$ cat src/rtl/cpu_control.sv
// rtl/cpu_control.sv - fetch/decode/execute sequencer for the 8-bit CPU
//
// Purpose: steps FETCH -> DECODE -> EXEC once per instruction (3 cycles),
// reading instructions from a synchronous program ROM. It produces register
// file write data with a small ALU and keeps the PC, zero flag and carry flag.
//
// Ports:
//   clk, rst          clock, asynchronous active-high reset
//   start             begin execution from PC=0 (only honoured in IDLE)
//   instr_in          ROM data, [7:4] opcode, [ADDR_W-1:0] operand
//   A_reg, B_reg      current register file A/B values
//   pc_addr           ROM address (the PC)
//   write_a/b/o       one-hot register file write strobes (EXEC only)
//   C_in              register file write data (0 outside EXEC)
//   zero_flag         result of last ADD/SUB was zero
//   carry_flag        carry (ADD) or borrow (SUB) of last ADD/SUB
//   busy, halted      status: busy in FETCH/DECODE/EXEC, halted in HALT
module cpu_control #(
  parameter int DATA_W = 8,
  parameter int ADDR_W = 4
) (
  input  logic              clk,
  input  logic              rst,
  input  logic              start,
  input  logic [7:0]        instr_in,
  input  logic [DATA_W-1:0] A_reg,
  input  logic [DATA_W-1:0] B_reg,
  output logic [ADDR_W-1:0] pc_addr,
  output logic              write_a,
  output logic              write_b,
  output logic              write_o,
  output logic [DATA_W-1:0] C_in,
  output logic              zero_flag,
  output logic              carry_flag,
  output logic              busy,
  output logic              halted
);

  typedef enum logic [2:0] {
    S_IDLE,
    S_FETCH,
    S_DECODE,
    S_EXEC,
    S_HALT
  } state_t;

  localparam logic [3:0] OP_NOP = 4'h0;
  localparam logic [3:0] OP_LDA = 4'h1;
  localparam logic [3:0] OP_LDB = 4'h2;
  localparam logic [3:0] OP_ADD = 4'h3;
  localparam logic [3:0] OP_SUB = 4'h4;
  localparam logic [3:0] OP_OUT = 4'h5;
  localparam logic [3:0] OP_JMP = 4'h6;
  localparam logic [3:0] OP_JZ  = 4'h7;
  localparam logic [3:0] OP_JC  = 4'h8;
  localparam logic [3:0] OP_HLT = 4'hF;

  state_t            state, state_nxt;
  logic [ADDR_W-1:0] pc, pc_nxt;
  logic [7:0]        ir;
  logic              zero_nxt, carry_nxt;

  logic [3:0]        opcode;
  logic [ADDR_W-1:0] operand;
  logic [DATA_W-1:0] imm;
  logic [DATA_W:0]   sum;
  logic [DATA_W:0]   diff;

  assign opcode  = ir[7:4];
  assign operand = ir[ADDR_W-1:0];
  assign imm     = {{(DATA_W-ADDR_W){1'b0}}, operand};

  // One extra bit on each operand: the top bit of the sum is the carry, and
  // the top bit of the difference is the borrow (set exactly when A < B).
  assign sum  = {1'b0, A_reg} + {1'b0, B_reg};
  assign diff = {1'b0, A_reg} - {1'b0, B_reg};

  assign pc_addr = pc;
  assign busy    = (state == S_FETCH) || (state == S_DECODE) || (state == S_EXEC);
  assign halted  = (state == S_HALT);

  always_ff @(posedge clk or posedge rst) begin
    if (rst) begin
      state      <= S_IDLE;
      pc         <= '0;
      ir         <= '0;
      zero_flag  <= 1'b0;
      carry_flag <= 1'b0;
    end else begin
      state      <= state_nxt;
      pc         <= pc_nxt;
      zero_flag  <= zero_nxt;
      carry_flag <= carry_nxt;
      // ROM data for the address presented in FETCH is valid during DECODE.
      if (state == S_DECODE) begin
        ir <= instr_in;
      end
    end
  end

  always_comb begin
    state_nxt = state;
    pc_nxt    = pc;
    zero_nxt  = zero_flag;
    carry_nxt = carry_flag;
    write_a   = 1'b0;
    write_b   = 1'b0;
    write_o   = 1'b0;
    C_in      = '0;

    case (state)
      S_IDLE: begin
        if (start) begin
          state_nxt = S_FETCH;
        end
      end
      S_FETCH: state_nxt = S_DECODE;
      S_DECODE: state_nxt = S_EXEC;
      S_EXEC: begin
        state_nxt = S_FETCH;
        pc_nxt    = pc + ADDR_W'(1);
        case (opcode)
          OP_NOP: ;
          OP_LDA: begin
            C_in    = imm;
            write_a = 1'b1;
          end
          OP_LDB: begin
            C_in    = imm;
            write_b = 1'b1;
          end
          OP_ADD: begin
            C_in      = sum[DATA_W-1:0];
            write_a   = 1'b1;
            carry_nxt = sum[DATA_W];
            zero_nxt  = (sum[DATA_W-1:0] == '0);
          end
          OP_SUB: begin
            C_in      = diff[DATA_W-1:0];
            write_a   = 1'b1;
            carry_nxt = diff[DATA_W];
            zero_nxt  = (diff[DATA_W-1:0] == '0);
          end
          OP_OUT: begin
            C_in    = A_reg;
            write_o = 1'b1;
          end
          OP_JMP: pc_nxt = operand;
          // Conditional jumps test the flags as they stood before this EXEC.
          OP_JZ: begin
            if (zero_flag) begin
              pc_nxt = operand;
            end
          end
          OP_JC: begin
            if (carry_flag) begin
              pc_nxt = operand;
            end
          end
          OP_HLT: begin
            state_nxt = S_HALT;
            pc_nxt    = pc;
          end
          default: ;
        endcase
      end
      S_HALT: state_nxt = S_HALT;
      default: state_nxt = S_IDLE;
    endcase
  end

endmodule

$ cat config.mk
export PLATFORM = sky130hd
export DESIGN_NAME = cpu_control
export DESIGN_NICKNAME = d
export VERILOG_FILES = /design/src/rtl/cpu_control.sv
export SDC_FILE = /design/constraint.sdc
export NUM_CORES = 1
export LEC_CHECK = 0
export CAP_MARGIN = 20
export CORE_MARGIN = 2
export CORE_UTILIZATION = 46
export CTS_CLUSTER_SIZE = 12
export DETAILED_ROUTE_END_ITERATION = 10
export PLACE_DENSITY = 0.89
export SLEW_MARGIN = 20
export SYNTH_ARGS = -nofsm -noshare
export SYNTH_HDL_FRONTEND = slang
export SYNTH_SLANG_ARGS = --single-unit
$ cat constraint.sdc
create_clock -name clk -period 3 [get_ports clk]
set_input_delay 0.75 -clock clk [delete_from_list [all_inputs] [get_ports clk]]
set_output_delay 0.75 -clock clk [all_outputs]
set_load 0.1 [all_outputs]
Yosys cells after proc, flatten, opt, wreduce, memory -nomap -nowiden
Index checks and enable logic that the tools add are counted. Widths: inputs -> output; s select.

Logic and storage cells: 49. Bits of input ports: 27. Flip-flop bits (word level): 17.

Bitwise operators: 1. Mux-type cells: 16. Eq/ne operators: 14. $add $sub $neg: 3. Reductions and logical operators: 10.

Operators by type and width (number): $pmux 8 s4 (1); $eq 4x3->1 const B (4); $logic_not 8->1 (2); $pmux 4 s4 (1); $pmux 3 s5 (1); $add 8x8->9 (1); $sub 8x8->9 (1); $eq 4x2->1 const B (2); $eq 4x4->1 const B (2); $mux 4 (2); $mux 8 (1); $eq 3x2->1 const B (2); $mux 1 (6); $mux 3 (2); $add 4x1->4 const B (1); $eq 4x1->1 const B (1); $pmux 1 s2 (2); $reduce_and 2->1 (2); $eq 3x1->1 const B (1); $eq 3x3->1 const B (1); $logic_not 3->1 (1); $reduce_or 3->1 (1); $logic_or 1x1->1 (2); $ne 2x2->1 const B (1); other kinds (3) (3).

Logic depth before layout (Yosys ltp)
Word-level depth: 4. Mapped depth: 10. Gate-level depth less buffers: 10.

Worst setup path before layout
No wires, ideal clock.

Kind: in2out. Start point: input port A_reg[0]. End point: output port C_in[6]. Arrival time: 3.608 ns. Setup slack: -1.358 ns. Stages: 10. Cell sequence: inv_1 -> ha_1 -> inv_1 -> fa_1 -> a211oi_1 -> o21bai_1 -> a21oi_2 -> xnor2_1 -> a22oi_1 -> a21oi_1.

Word-level cells in the longest chain between the ends: 3.

Ends and longest elaborated chain: start, declared (line 26) `input logic [DATA_W-1:0] A_reg,`; $sub 8x8->9 or $add 8x8->9 (tied branches) (line 76, 75); $pmux 8 s4 * (line 122) `case (opcode)`; $mux 8 * (line 111) `case (state)`; end, declared (line 32) `output logic [DATA_W-1:0] C_in,`.

Mark *: on every way between the ends. The rest lies on a longest branch, timed or not.

Final worst setup path
Same ends and word-level chain as after synthesis.

==> results.yml <==
clock_tree:
  cts_root_buffer: "clkbuf_8"
  numCtsBuffers: 3
  cts_tree: "done"
  path_clk_slew_ns: 0.06
  cts_max_level: 1
  clk_latency_ns: 0.25
  cts_max_path_buffers: 2
  clkSinkCount: 17
final_layout:
  final_area_um2: 3590
  multi_input_area_um2: 1890
  area_growth_pct: 80.2
  post-route-util_pct: 87.8
  seqCellArea_um2: 427
  drive_above_1_share_pct: 57.6
  final_nets: 383
  fillers: 199
  diodes: 0
routing:
  dr.pass1.iters: 4
  vias: 2231
  dr.first_iter.drc_count: 176
  viasPerCell: 5.79
  wire_per_inst_um: 19.0
  wl_um: 7330
  drc: 0
  antenna_left: 0
power_and_ir_drop:
  power_mw: 2.56
  irDropWorstVdd_mv: 0.891
  leakagePower_nw: 1.50
  power_density_nw_per_um2: 713
timing:
  finalHoldViolCount: 0
  report.final.slew_viol_count: 0
  finalCriticalPeriod_ns: 3.54
  setup_viol: 7
  fin_crit_sh_pct: 118
  fin_skew_ns: 0.00137
  finalSetupTns_ns: -2.34
  layout_setup_ws_ns: -0.543
  fmax_mhz: 282
  relSlewSlack_pct: 57.8
  tightest_slew_ns: 0.630
  rsz0062_at_grt: "yes"
placement:
  gp_congestion: 0.890
  port_buffers: 45
  place_ws_ns: -0.898
  place_area_um2: 3090
  dp_hpwl_um: 4790
synth:
  synth_seq_area_share_pct: 21.4
  synth_top_area_cell: "dfrtp_1"
  synth.cell_area_um2: 1990
  syn_avg_cell_area_um2: 8.66
  post_synth_num_cell_types: 64
  ys_top_cells_by_count: "inv_1, nor2_1, ha_1, dfrtp_1, nand2_1"
  ys.flop_type: "dfrtp_1"
  ys_warn_count: 0
  netlist_top_cells_area: "dfrtp_1, ha_1, mux2_2, a21oi_1, inv_1"
  synth-seq-cells: 17
  synth_edf_count: 0
  netlist.area_leader.share_pct: 21.4
  synthArstFlopShare_pct: 100
  synth_fp_nets: 277
  syn-instance-count: 230
global_routing:
  antenna_found_initial: 0
  grt_pass1_vias: 2391
  grt_max_degree: 18
  grt_pass1_wl_um: 11700
  grt_util_all_layers_pct: 29.9
  globalRouteOverflowTotal: 0
outcome:
  status: "finished with violations"
  violations: "setup timing"
floorplan:
  start_util_pct: 48.7
  fp-row-count: 23
  die_x_um: 69.8
  io_pins: 46
  dieArea_um2: 4870
  die_height_um: 69.8
  coreArea_um2: 4090
worst_setup_path:
  reg2reg_depth: 6
  critPathRequiredTime_ns: 2.25
  endpoint_kind: "primary output"
  cp.arrival_ns: 2.79
  critPathKind: "primary input to primary output"
  crit_path_max_fanout: 2
  start_kind: "primary input"
min_path:
  whs_path_depth: 2
  hp-class: "register to register"
job:
  maxCapViolations: 0
==> stage by stage <==
stage                     hold slack [ns]  cells
after detailed placement            0.536    362
after global routing                0.563    385
after floorplan                     0.495    230
final                               0.549    385
after CTS                           0.551    381
after global placement              0.529    362
==> placed cells by master (no fill, tap or decap), types with 4 or more instances in the layout <==
cell type,instances
buf_4,69
a21oi_1,7
inv_1,11
ha_1,4
buf_6,10
buf_2,7
dfrtp_1,16
nor3_1,4
nor2_1,16
ha_4,11
mux2_2,8
a22oi_2,6
inv_2,7
clkdlybuf4s50_1,12
a21oi_4,7
nand2_1,17
buf_12,11
==> layout make-up <==
class | instances | share of cell area (%)
multi-input cells | 180 | 52.6
repair buffers | 113 | 29.2
flip-flops and latches | 17 | 11.9
inverters | 21 | 3.24
well taps | 50 | 1.74
clock buffers | 3 | 1.15
clock inverters | 1 | 0.140
==> kinds of logic after synthesis <==
group	share of synthesized area [%]
compound gates	26.1
buf+inv	8.11
flops	21.4
fa+ha+maj	13.3
mux	5.53
xor+xnor	3.96
simple gates	21.6
==> metal layers <==
metal | routed length (um) | up-vias | track usage (%)
li1 | - | 1051 | -
met1 | 2870 | 1076 | 34.9
met2 | 3970 | 86 | 55.2
met3 | 290 | 18 | 2.91
met4 | 197 | 0 | 12.2
met5 | 0 | - | 0
==> power by group <==
part / internal, mW / switching, mW
clock network: 0.0922 / 0.0775
logic: 0.734 / 1.14
registers: 0.342 / 0.171
total: 1.17 / 1.39
==> state kept, by name, summed over array words and instances, names as in the netlist <==
register,flops
carry_flag,1
zero_flag,1
ir,8
pc_addr,4
state,3
==> worst paths after layout <==
path / start / to / slack (ns)
worst max register to register: ir[5] / pc_addr[1] / 1.21
min in group asynchronous: rst / ir[2] / 0.87
worst min-delay path: carry_flag / carry_flag / 0.55
max in group asynchronous: rst / ir[7] / 1.68
worst max-delay path: A_reg[0] / C_in[6] / -0.54
worst min register to register: carry_flag / carry_flag / 0.55
==> critical path: stages <==
cell	delay, ns
buf_6	0.09
buf_6	0.13
inv_12	0.05
ha_4	0.11
inv_2	0.03
fa_2	0.38
a211oi_2	0.21
o21bai_1	0.14
a21oi_2	0.24
xnor2_2	0.15
a22oi_2	0.10
a21oi_4	0.20
buf_12	0.19
==> repair_timing <==
| item | CTS | global route |
|---|---|---|
| pin swaps | 43 | 19 |
| endpoints found under the hold margin | 0 | 0 |
| buffers inserted | 17 | 6 |
| cloned | 0 | 0 |
| setup endpoints to repair | 8 | 8 |
| hold buffers | 0 | 0 |
| resized for setup | 97 | 16 |
No activity file was read; power rests on OpenSTA's default activity.
